<file path="config.mk">
export PLATFORM = sky130hd
export DESIGN_NAME = dvi_timing_gen
export DESIGN_NICKNAME = d
export VERILOG_FILES = /design/src/rtl/dvi_timing_gen.sv
export SDC_FILE = /design/constraint.sdc
export NUM_CORES = 1
export LEC_CHECK = 0
export BUFFER_PORTS_ARGS = -buffer_cell sky130_fd_sc_hd__buf_2
export CELL_PAD_IN_SITES_DETAIL_PLACEMENT = 1
export CELL_PAD_IN_SITES_GLOBAL_PLACEMENT = 2
export CORE_AREA = 2 2 77 152
export DETAILED_ROUTE_END_ITERATION = 10
export DIE_AREA = 0 0 79 154
export PLACE_DENSITY = 0.83
export SETUP_SLACK_MARGIN = 0.05
export SYNTH_ARGS = -nofsm -noshare
export SYNTH_HDL_FRONTEND = slang
export SYNTH_SLANG_ARGS = --single-unit
</file>
<file path="constraint.sdc">
create_clock -name i_clk -period 1.9 [get_ports i_clk]
set_input_delay 0.38 -clock i_clk [delete_from_list [all_inputs] [get_ports i_clk]]
set_output_delay 0.38 -clock i_clk [all_outputs]
set_load 0.02 [all_outputs]
</file>
<file path="src/rtl/dvi_timing_gen.sv">
// Raster timing generator with PIX_LAT-aligned sync/DE/data output stage for a DVI encoder.
// Optional colour-bar test pattern enabled by defining DVI_TIMING_TPG_EN.
module dvi_timing_gen #(
  parameter int CORDW   = 16,
  parameter int H_RES   = 640,
  parameter int H_FP    = 16,
  parameter int H_SYNC  = 96,
  parameter int H_BP    = 48,
  parameter int V_RES   = 480,
  parameter int V_FP    = 10,
  parameter int V_SYNC  = 2,
  parameter int V_BP    = 33,
  parameter int H_POL   = 0,
  parameter int V_POL   = 0,
  parameter int PIX_LAT = 2
) (
  input  logic             i_clk,
  input  logic             i_rst_n,
`ifdef DVI_TIMING_TPG_EN
  input  logic             i_tpg,
`endif
  output logic             o_req,
  output logic [CORDW-1:0] o_sx,
  output logic [CORDW-1:0] o_sy,
  output logic             o_frame,
  output logic             o_line,
  input  logic [7:0]       i_red,
  input  logic [7:0]       i_green,
  input  logic [7:0]       i_blue,
  output logic             o_de,
  output logic [7:0]       o_data_ch0,
  output logic [7:0]       o_data_ch1,
  output logic [7:0]       o_data_ch2,
  output logic [1:0]       o_ctrl_ch0,
  output logic [1:0]       o_ctrl_ch1,
  output logic [1:0]       o_ctrl_ch2
);

  localparam int H_TOTAL = H_RES + H_FP + H_SYNC + H_BP;
  localparam int V_TOTAL = V_RES + V_FP + V_SYNC + V_BP;
  localparam int PW      = PIX_LAT + 1;

  localparam logic [CORDW-1:0] H_MAX    = CORDW'(H_TOTAL - 1);
  localparam logic [CORDW-1:0] V_MAX    = CORDW'(V_TOTAL - 1);
  localparam logic [CORDW-1:0] H_ACT    = CORDW'(H_RES);
  localparam logic [CORDW-1:0] V_ACT    = CORDW'(V_RES);
  localparam logic [CORDW-1:0] HS_START = CORDW'(H_RES + H_FP);
  localparam logic [CORDW-1:0] HS_END   = CORDW'(H_RES + H_FP + H_SYNC);
  localparam logic [CORDW-1:0] VS_START = CORDW'(V_RES + V_FP);
  localparam logic [CORDW-1:0] VS_END   = CORDW'(V_RES + V_FP + V_SYNC);

  localparam logic HS_ON = (H_POL != 0);
  localparam logic VS_ON = (V_POL != 0);

  logic [CORDW-1:0] cnt_x_q, cnt_x_d, cnt_y_q, cnt_y_d;
  logic [CORDW-1:0] sx_q, sx_d, sy_q, sy_d;
  logic             line_q, line_d, frame_q, frame_d;
  logic             req0, hs0, vs0;
  // Index 0 is the stage-0 register; index PIX_LAT is the one that meets the returning RGB.
  logic [PIX_LAT:0] req_q, req_d, hs_q, hs_d, vs_q, vs_d;
  logic             de_q, de_d;
  logic [7:0]       d0_q, d0_d, d1_q, d1_d, d2_q, d2_d;
  logic [1:0]       ctrl_q, ctrl_d;
  logic [7:0]       red, green, blue;

`ifdef DVI_TIMING_TPG_EN
  localparam int XW = CORDW + 3;
  localparam int BW = 3 * PW;
  logic [2:0]            bar0;
  logic [PIX_LAT:0][2:0] bar_q, bar_d;
`endif

  always_comb begin
    cnt_x_d = cnt_x_q + 1'b1;
    cnt_y_d = cnt_y_q;
    if (cnt_x_q == H_MAX) begin
      cnt_x_d = '0;
      cnt_y_d = (cnt_y_q == V_MAX) ? '0 : cnt_y_q + 1'b1;
    end

    sx_d    = cnt_x_q;
    sy_d    = cnt_y_q;
    line_d  = (cnt_x_q == '0);
    frame_d = (cnt_x_q == '0) && (cnt_y_q == '0);
    req0    = (cnt_x_q < H_ACT) && (cnt_y_q < V_ACT);
    hs0     = ((cnt_x_q >= HS_START) && (cnt_x_q < HS_END)) ? HS_ON : ~HS_ON;
    vs0     = ((cnt_y_q >= VS_START) && (cnt_y_q < VS_END)) ? VS_ON : ~VS_ON;

    req_d = PW'({req_q, req0});
    hs_d  = PW'({hs_q, hs0});
    vs_d  = PW'({vs_q, vs0});

    red   = i_red;
    green = i_green;
    blue  = i_blue;
`ifdef DVI_TIMING_TPG_EN
    // floor(sx*8/H_RES) as a count of bar thresholds crossed, avoiding a divider.
    bar0 = '0;
    for (int unsigned k = 1; k < 8; k++) begin
      if ({cnt_x_q, 3'b000} >= XW'(k * H_RES)) bar0 = 3'(k);
    end
    bar_d = BW'({bar_q, bar0});
    if (i_tpg) begin
      red   = {8{bar_q[PIX_LAT][2]}};
      green = {8{bar_q[PIX_LAT][1]}};
      blue  = {8{bar_q[PIX_LAT][0]}};
    end
`endif

    de_d   = req_q[PIX_LAT];
    d0_d   = de_d ? blue  : '0;
    d1_d   = de_d ? green : '0;
    d2_d   = de_d ? red   : '0;
    ctrl_d = {vs_q[PIX_LAT], hs_q[PIX_LAT]};
  end

  always_ff @(posedge i_clk or negedge i_rst_n) begin
    if (!i_rst_n) begin
      cnt_x_q <= '0;
      cnt_y_q <= '0;
      sx_q    <= '0;
      sy_q    <= '0;
      line_q  <= 1'b0;
      frame_q <= 1'b0;
      req_q   <= '0;
      hs_q    <= {PW{~HS_ON}};
      vs_q    <= {PW{~VS_ON}};
      de_q    <= 1'b0;
      d0_q    <= '0;
      d1_q    <= '0;
      d2_q    <= '0;
      ctrl_q  <= {~VS_ON, ~HS_ON};
`ifdef DVI_TIMING_TPG_EN
      bar_q   <= '0;
`endif
    end else begin
      cnt_x_q <= cnt_x_d;
      cnt_y_q <= cnt_y_d;
      sx_q    <= sx_d;
      sy_q    <= sy_d;
      line_q  <= line_d;
      frame_q <= frame_d;
      req_q   <= req_d;
      hs_q    <= hs_d;
      vs_q    <= vs_d;
      de_q    <= de_d;
      d0_q    <= d0_d;
      d1_q    <= d1_d;
      d2_q    <= d2_d;
      ctrl_q  <= ctrl_d;
`ifdef DVI_TIMING_TPG_EN
      bar_q   <= bar_d;
`endif
    end
  end

  assign o_req      = req_q[0];
  assign o_sx       = sx_q;
  assign o_sy       = sy_q;
  assign o_line     = line_q;
  assign o_frame    = frame_q;
  assign o_de       = de_q;
  assign o_data_ch0 = d0_q;
  assign o_data_ch1 = d1_q;
  assign o_data_ch2 = d2_q;
  assign o_ctrl_ch0 = ctrl_q;
  assign o_ctrl_ch1 = 2'b00;
  assign o_ctrl_ch2 = 2'b00;

endmodule

</file>
==> summary.md, run 1 <==
| Metric | Value |
|---|---|
| Final hold violation count | `0` |
| Slew Limit Fails | `0` |
| Switching share of total power | `22.0%` |
| Register bit total from synthesis | `102` |
| Core ar. | `0.0109 mm2` |
| Maximum clock rate | `0.553 GHz` |
| Psw | `0.927 mW` |
| Routed wire length | `8.66 mm` |
| Worst r2r path cells | `6` |
| Critical path endpoint category | `flip-flop` |
| Multi-input gate area | `0.00115 mm2` |
| # IOs | `92` |
| HP Class | `in -> reg` |
| CTS clk-pin slew, worst paths | `70 ps` |
| CTS max path bufs | `2` |
| Root Driver | `clkbuf_16` |
| Leak Pwr | `2.33 nW` |
| Netlist cell types | `38` |
| Power share of the combinational group | `3.8%` |
| First-pass GRT wire length | `14.2 mm` |
| Syn-to-layout area delta | `28.2%` |
| Number of global-route vias before repair | `2782` |
| I/O Buffers | `87` |
| Max Cap Violations | `0` |
| Critical path type | `reg -> reg` |
| DP Wirelength | `6.30 mm` |
| Clock tree sinks | `102` |
| Dominant cell type by area after synthesis | `dfrtp_1` |
| Initial antenna violation count | `0` |
| Peak supply drop | `0.454 mV` |
| Async SR Flop Fraction | `100%` |
| RSZ-0062 raised after global routing | `true` |
| Final Skew | `7.41 ps` |
| Worst reg2reg endpoint | `o_frame` |
| Post-synthesis sequential area ratio | `68.4%` |
| Die span in y | `154 um` |
| Final-report setup violation count | `0` |
| Gr usage total | `15.2%` |
| CTS tree | `built` |
| Pwr/cell area | `878 mW/mm2` |
| Worst EP required | `2170 ps` |
| Final period util | `95.2%` |
| Clock share of power | `43.9%` |
| First-pass iteration count of the detailed router | `4` |
| Initial Util | `34.2%` |
| Detailed-route DRC error count | `0` |
| Largest net degree at the start of global routing | `50` |
| Hold path startpoint | `i_red[1]` |
| Critical path startpoint category | `flip-flop` |
| WHS Path Cells | `2` |
| Synth top area cells | `dfrtp_1 63%, dfstp_2 5.6%, and2_1 4.8%, xnor2_1 4.2%, nand3_1 2.3%` |
| Number of diodes | `0` |
| WL/cell | `16.2 um` |
| Cells after synthesis | `282` |
| DP Cell Count | `512` |
| Int Power | `3.29 mW` |
| CTS Buf Count | `9` |
| Most common cell after layout, fill and taps aside | `dfrtp_1` |
| Ys Warns | `0` |
| DR vias/cell | `4.79` |
| R2R setup slack | `90 ps` |
| Htree depth | `3` |
| Worst r2r src | `cnt_x_q[0]` |
| Power Total | `4.22 mW` |
| Register Area | `0.00256 mm2` |
| Site row count | `54` |
| Setup TNS | `0 ps` |
| Final critical path time including I/O delays and setup | `1810 ps` |
| DR iter-0 viols | `95` |
| Post-route ant nets | `0` |
| Crit Path Max Fanout | `6` |
| DIE AREA | `0.0122 mm2` |
| Seq pwr share | `52.2%` |
| Cell area after synthesis | `0.00375 mm2` |
| Clk_lat worst skew | `340 ps` |
| Synth Area per Inst | `13.3 um2` |
| Yosys top cell area share | `62.8%` |
| Post-synth EDFFs | `0` |
| Hold Path End | `o_data_ch2[1]` |
| Commonest cells after routing, fill and taps aside | `93 x dfrtp_1, 86 x buf_2, 29 x and2_1, 18 x xnor2_1, 17 x nand3_1` |
| Status | `completed` |
| Max_slew headroom | `60.5%` |
| GRT overflow | `0` |
| Worst-Margin Slew | `591 ps` |
| Vias | `2553` |
| Die extent in x | `79 um` |
| Fill count | `1211` |
| Non-Filler Instances | `533` |
| Layout cells sized above 1 | `36.1%` |
| Routability congestion estimate | `0.807` |
| Most used flip-flop cell after synthesis | `dfrtp_1` |
| Worst EP arrival | `2080 ps` |
| Final nets | `418` |
-- power groups by stage --
stage               combinational [mW]  sequential (mW)  clock (mW)
CTS                              0.167             2.20        1.91
finish                           0.162             2.20        1.85
floorplan                       0.0304             2.28           0
detailed placement               0.165             2.24           0
global placement                 0.160             2.24           0
global route                     0.178             2.20        1.99
-- area by class of cell --
| type | count | share of cell area, % |
|---|---|---|
| sequential | 102 | 53.4 |
| tap | 140 | 3.65 |
| clock buffer | 9 | 4.69 |
| multi-input combinational | 164 | 24.0 |
| inverter | 7 | 0.547 |
| clock inverter | 7 | 1.64 |
| timing repair buffer | 104 | 12.1 |
-- sequential cells by signal, summed over array words and instances (netlist names) --
signal / flops
cnt_x_q: 16
o_sx: 16
hs_q: 3
o_data_ch0: 8
o_de: 1
vs_q: 3
req_q: 3
o_ctrl_ch0: 2
o_line: 1
cnt_y_q: 16
o_frame: 1
o_data_ch2: 8
o_sy: 16
o_data_ch1: 8
-- cells by family (layout without fill, tap and decap cells) --
family / count (synthesis) / count (layout) / synth area share, %
adders and majority gates: 4 / 4 / 1.34
and+or+nand+nor: 121 / 121 / 20.0
muxes: 1 / 1 / 0.267
AOI/OAI and AO/OA: 10 / 10 / 1.67
buffers and inverters: 19 / 127 / 2.57
xor gates and xnor gates: 24 / 24 / 5.61
other: 1 / 4 / 0.100
DFF: 102 / 102 / 68.4
-- cells in the mapped netlist (4+ instances only) --
cell type / instances
dfstp_2: 8
dfrtp_1: 94
nor2_1: 15
and4_1: 6
clkbuf_1: 5
o21ai_0: 4
inv_1: 7
ha_1: 4
nand4_1: 13
and3_1: 9
and2_1: 29
nand3_1: 17
buf_4: 4
nor3_1: 9
nand2_1: 8
xnor2_1: 18
xor2_1: 6
-- metrics by stage --
step	cell area, um2	hold slack [ps]	utilization (%)	worst slack, ps
floorplan	3760	84.4	-	257
finish	4800	246	43.9	91.9
global placement	4400	325	40.2	112
global route	4800	230	43.9	4.39
CTS	4740	236	43.3	58.5
detailed placement	4400	348	40.2	17.9
-- worst max-delay path: stages (launching register included) --
cell,delay (ps)
dfrtp_2,440
inv_2,90
ha_4,120
or4b_1,410
or3_4,350
nor3_4,130
and3_1,200
-- metal layers --
layer  vias up  GRT usage [%]  routed length, um
met1      1308           15.0               3060
met3        16           2.88                321
met4         0           7.22                237
li1       1161              -                  -
met2        68           29.3               5040
met5         -              0                  0
-- how the worst max path moves through the flow --
stage          startpoint          to  slack (ps)  cells past startpoint
6_report       cnt_x_q[0]     o_frame          90                      6
5_1_grt        cnt_x_q[1]  cnt_y_q[0]           4                      5
4_1_cts        cnt_x_q[0]  cnt_y_q[3]          60                      5
3_5_place_dp   cnt_x_q[0]  cnt_y_q[0]          20                      5
3_3_place_gp   cnt_x_q[0]  cnt_y_q[0]         110                      5
2_1_floorplan  cnt_x_q[7]  cnt_y_q[7]         260                      5
-- repair_timing --
| action | CTS | global route |
|---|---|---|
| hold buffers | 1 | 0 |
| pin swaps | 1 | 2 |
| hold endpoints to repair | 24 | 0 |
| buffers inserted | 2 | 2 |
| endpoints found under the setup margin | 2 | 17 |
| gates resized for setup | 1 | 10 |
(Power assumes the default switching activity.)
==> run 2, diff against run 1 <==
==> config.mk (replaced) <==
export PLATFORM = sky130hd
export DESIGN_NAME = dvi_timing_gen
export DESIGN_NICKNAME = d
export VERILOG_FILES = /design/src/rtl/dvi_timing_gen.sv
export SDC_FILE = /design/constraint.sdc
export NUM_CORES = 1
export LEC_CHECK = 0
export CELL_PAD_IN_SITES_DETAIL_PLACEMENT = 1
export CELL_PAD_IN_SITES_GLOBAL_PLACEMENT = 2
export CORE_AREA = 2 2 71 141
export DETAILED_ROUTE_END_ITERATION = 10
export DIE_AREA = 0 0 73 143
export DONT_BUFFER_PORTS = 1
export PLACE_DENSITY = 0.82
export SETUP_SLACK_MARGIN = 0.05
export SYNTH_ARGS = -nofsm -noshare
export SYNTH_HDL_FRONTEND = slang
export SYNTH_SLANG_ARGS = --single-unit
==> constraint.sdc (replaced) <==
create_clock -name i_clk -period 1.9 [get_ports i_clk]
set_input_delay 0.095 -clock i_clk [delete_from_list [all_inputs] [get_ports i_clk]]
set_output_delay 0.095 -clock i_clk [all_outputs]
set_load 0.02 [all_outputs]
==> summary.md, run 2 (same netlist as run 1, synthesis figures left out) <==
| Metric | Value |
|---|---|
| CTS max path bufs | `2 (unchanged)` |
| Worst EP required | `2120 ps (-50 ps)` |
| Worst-Margin Slew | `572 ps (-18.4 ps)` |
| Number of diodes | `0 (unchanged)` |
| Final critical path time including I/O delays and setup | `1770 ps (-42.4 ps)` |
| Largest net degree at the start of global routing | `103 (+110%)` |
| Critical path endpoint category | `flip-flop` |
| CTS tree | `built` |
| Pwr/cell area | `906 mW/mm2 (+3.2%)` |
| Routability congestion estimate | `0.775 (-4.0%)` |
| RSZ-0062 raised after global routing | `true` |
| Final hold violation count | `102 (+102)` |
| Layout cells sized above 1 | `14.8% (-21 points)` |
| Die extent in x | `73 um (-7.6%)` |
| DR vias/cell | `5.19 (+8.3%)` |
| # IOs | `92 (unchanged)` |
| R2R setup slack | `130 ps (+40 ps)` |
| Max incr delay on CP | `450 ps (about the same)` |
| Max_slew headroom | `61.8% (+1.3 points)` |
| I/O Buffers | `0 (-100%)` |
| WHS | `-556 ps (-802 ps)` |
| Vias | `2256 (-12%)` |
| Post-route ant nets | `0 (unchanged)` |
| Initial antenna violation count | `0 (unchanged)` |
| Max Cap Violations | `0 (unchanged)` |
| Final-report setup violation count | `0 (unchanged)` |
| CP cell instances | `ha_1, nand3_4, or3_4, nor2_4, buf_4, nor2_1` |
| Setup TNS | `0 ps (unchanged)` |
| Critical path startpoint category | `flip-flop` |
| First-pass iteration count of the detailed router | `4 (unchanged)` |
| Final period util | `92.9% (-2.2 points)` |
| Slew Limit Fails | `0 (unchanged)` |
| Worst r2r path cells | `6 (unchanged)` |
| Htree depth | `3 (unchanged)` |
| Slowest stage cell on the critical path | `or3_4` |
| Most common cell after layout, fill and taps aside | `dfrtp_1` |
| DIE AREA | `0.0104 mm2 (-14%)` |
| Worst EP arrival | `1990 ps (-90 ps)` |
| Syn-to-layout area delta | `20.2%` |
| Commonest cells after routing, fill and taps aside | `94 x dfrtp_1, 29 x and2_1, 24 x dlygate4sd3_1, 18 x xnor2_1, 18 x buf_4` |
| GRT overflow | `0 (unchanged)` |
| Core ar. | `0.00932 mm2 (-15%)` |
| Final nets | `356 (-15%)` |
| Final Skew | `7.81 ps (+0.394 ps)` |
| Clk_lat worst skew | `340 ps (about the same)` |
| HP Class | `in -> async` |
| Worst r2r src | `cnt_x_q[1]` |
| Clock tree sinks | `102 (unchanged)` |
| Peak supply drop | `0.475 mV (+4.7%)` |
| Root Driver | `clkbuf_16` |
| Leak Pwr | `2.05 nW (-12%)` |
| Crit Path Max Fanout | `7 (+1)` |
| DP Area | `0.00394 mm2 (-11%)` |
| Initial Util | `40.2% (+6.0 points)` |
| Die span in y | `143 um (-7.1%)` |
| Final Instance Area | `0.00450 mm2 (-6.2%)` |
| Failing checks | `negative hold slack` |
| Site row count | `50 (-7.4%)` |
| Status | `complete, but fails checks` |
| Worst reg2reg endpoint | `cnt_x_q[5]` |
| Maximum clock rate | `0.566 GHz (+2.4%)` |
| First-pass GRT wire length | `13.0 mm (-8.4%)` |
| CTS Buf Count | `9 (unchanged)` |
| Post-layout util | `48.3% (+4.5 points)` |
| Routed wire length | `8.07 mm (-6.8%)` |
| DP Wirelength | `5.58 mm (-11%)` |
| Gr usage total | `16.7% (+1.5 points)` |
| CTS clk-pin slew, worst paths | `70 ps (about the same)` |
| Hold Buf Count CTS | `24 (+23)` |
| Number of global-route vias before repair | `2497 (-10%)` |
| DR iter-0 viols | `74 (-22%)` |
| Detailed-route DRC error count | `0 (unchanged)` |
| Critical path type | `reg -> reg` |
| WL/cell | `18.5 um (+14%)` |
## run 2: final cells by class
cell class / instances / area [um2]
Inverter: 7 / 26.3
Clock inverter: 5 / 60.1
Timing Repair Buffer: 42 / 375
Tap cell: 104 / 130
Sequential cell: 102 / 2560
Multi-Input combinational cell: 164 / 1120
Clock buffer: 11 / 233
Fill cell: 964 / 4820
## run 2: repair_timing
item                                    4_1_cts  5_1_grt
gates resized for setup                       0        3
endpoints found under the hold margin       126      102
endpoints found under the setup margin        0       13
buffers inserted                              0        2
## run 2: routing by layer
layer | part of all wire (%) | GRT usage (%) | vias up
met1 | 35 | 16.9 | 1129
li1 | - | - | 1042
met2 | 58 | 30.5 | 70
met3 | 4.3 | 4.73 | 15
met4 | 2.7 | 7.60 | 0
met5 | 0 | 0 | -
## run 2: through the flow
| step | power (mW) | instances | hold slack [ps] | setup slack [ps] |
|---|---|---|---|---|
| global route | 4.23 | 435 | -580 | 23.0 |
| CTS | 4.14 | 433 | -573 | 89.0 |
| floorplan | 2.31 | 285 | -201 | 257 |
| global placement | 2.31 | 393 | -199 | 180 |
| finish | 4.08 | 435 | -556 | 134 |
| detailed placement | 2.31 | 393 | -198 | 121 |
## run 2: how the worst max path moves through the flow
stage,from,end,slack [ps],cells after the start
after global placement,cnt_y_q[0],cnt_y_q[14],180,5
after detailed placement,cnt_y_q[0],cnt_y_q[9],120,6
after CTS,cnt_y_q[0],cnt_y_q[9],90,6
after floorplan,cnt_x_q[7],cnt_y_q[7],260,5
after global routing,cnt_x_q[1],o_frame,20,6
final,cnt_x_q[1],cnt_x_q[5],130,6
## run 2: worst max-delay path, delay by kind of cell, from the launching register on
family | cells | cell delay [ps]
flops | 1 | 410
simple gates | 4 | 790
fa+ha+maj | 1 | 280
buf+inv | 1 | 170
## run 2: power by group
group          internal [mW]  leakage, nW  switching [mW]
sequential              2.20         1.30          0.0436
clock                   1.02        0.140           0.751
combinational         0.0456        0.613          0.0212
total                   3.27         2.05           0.816
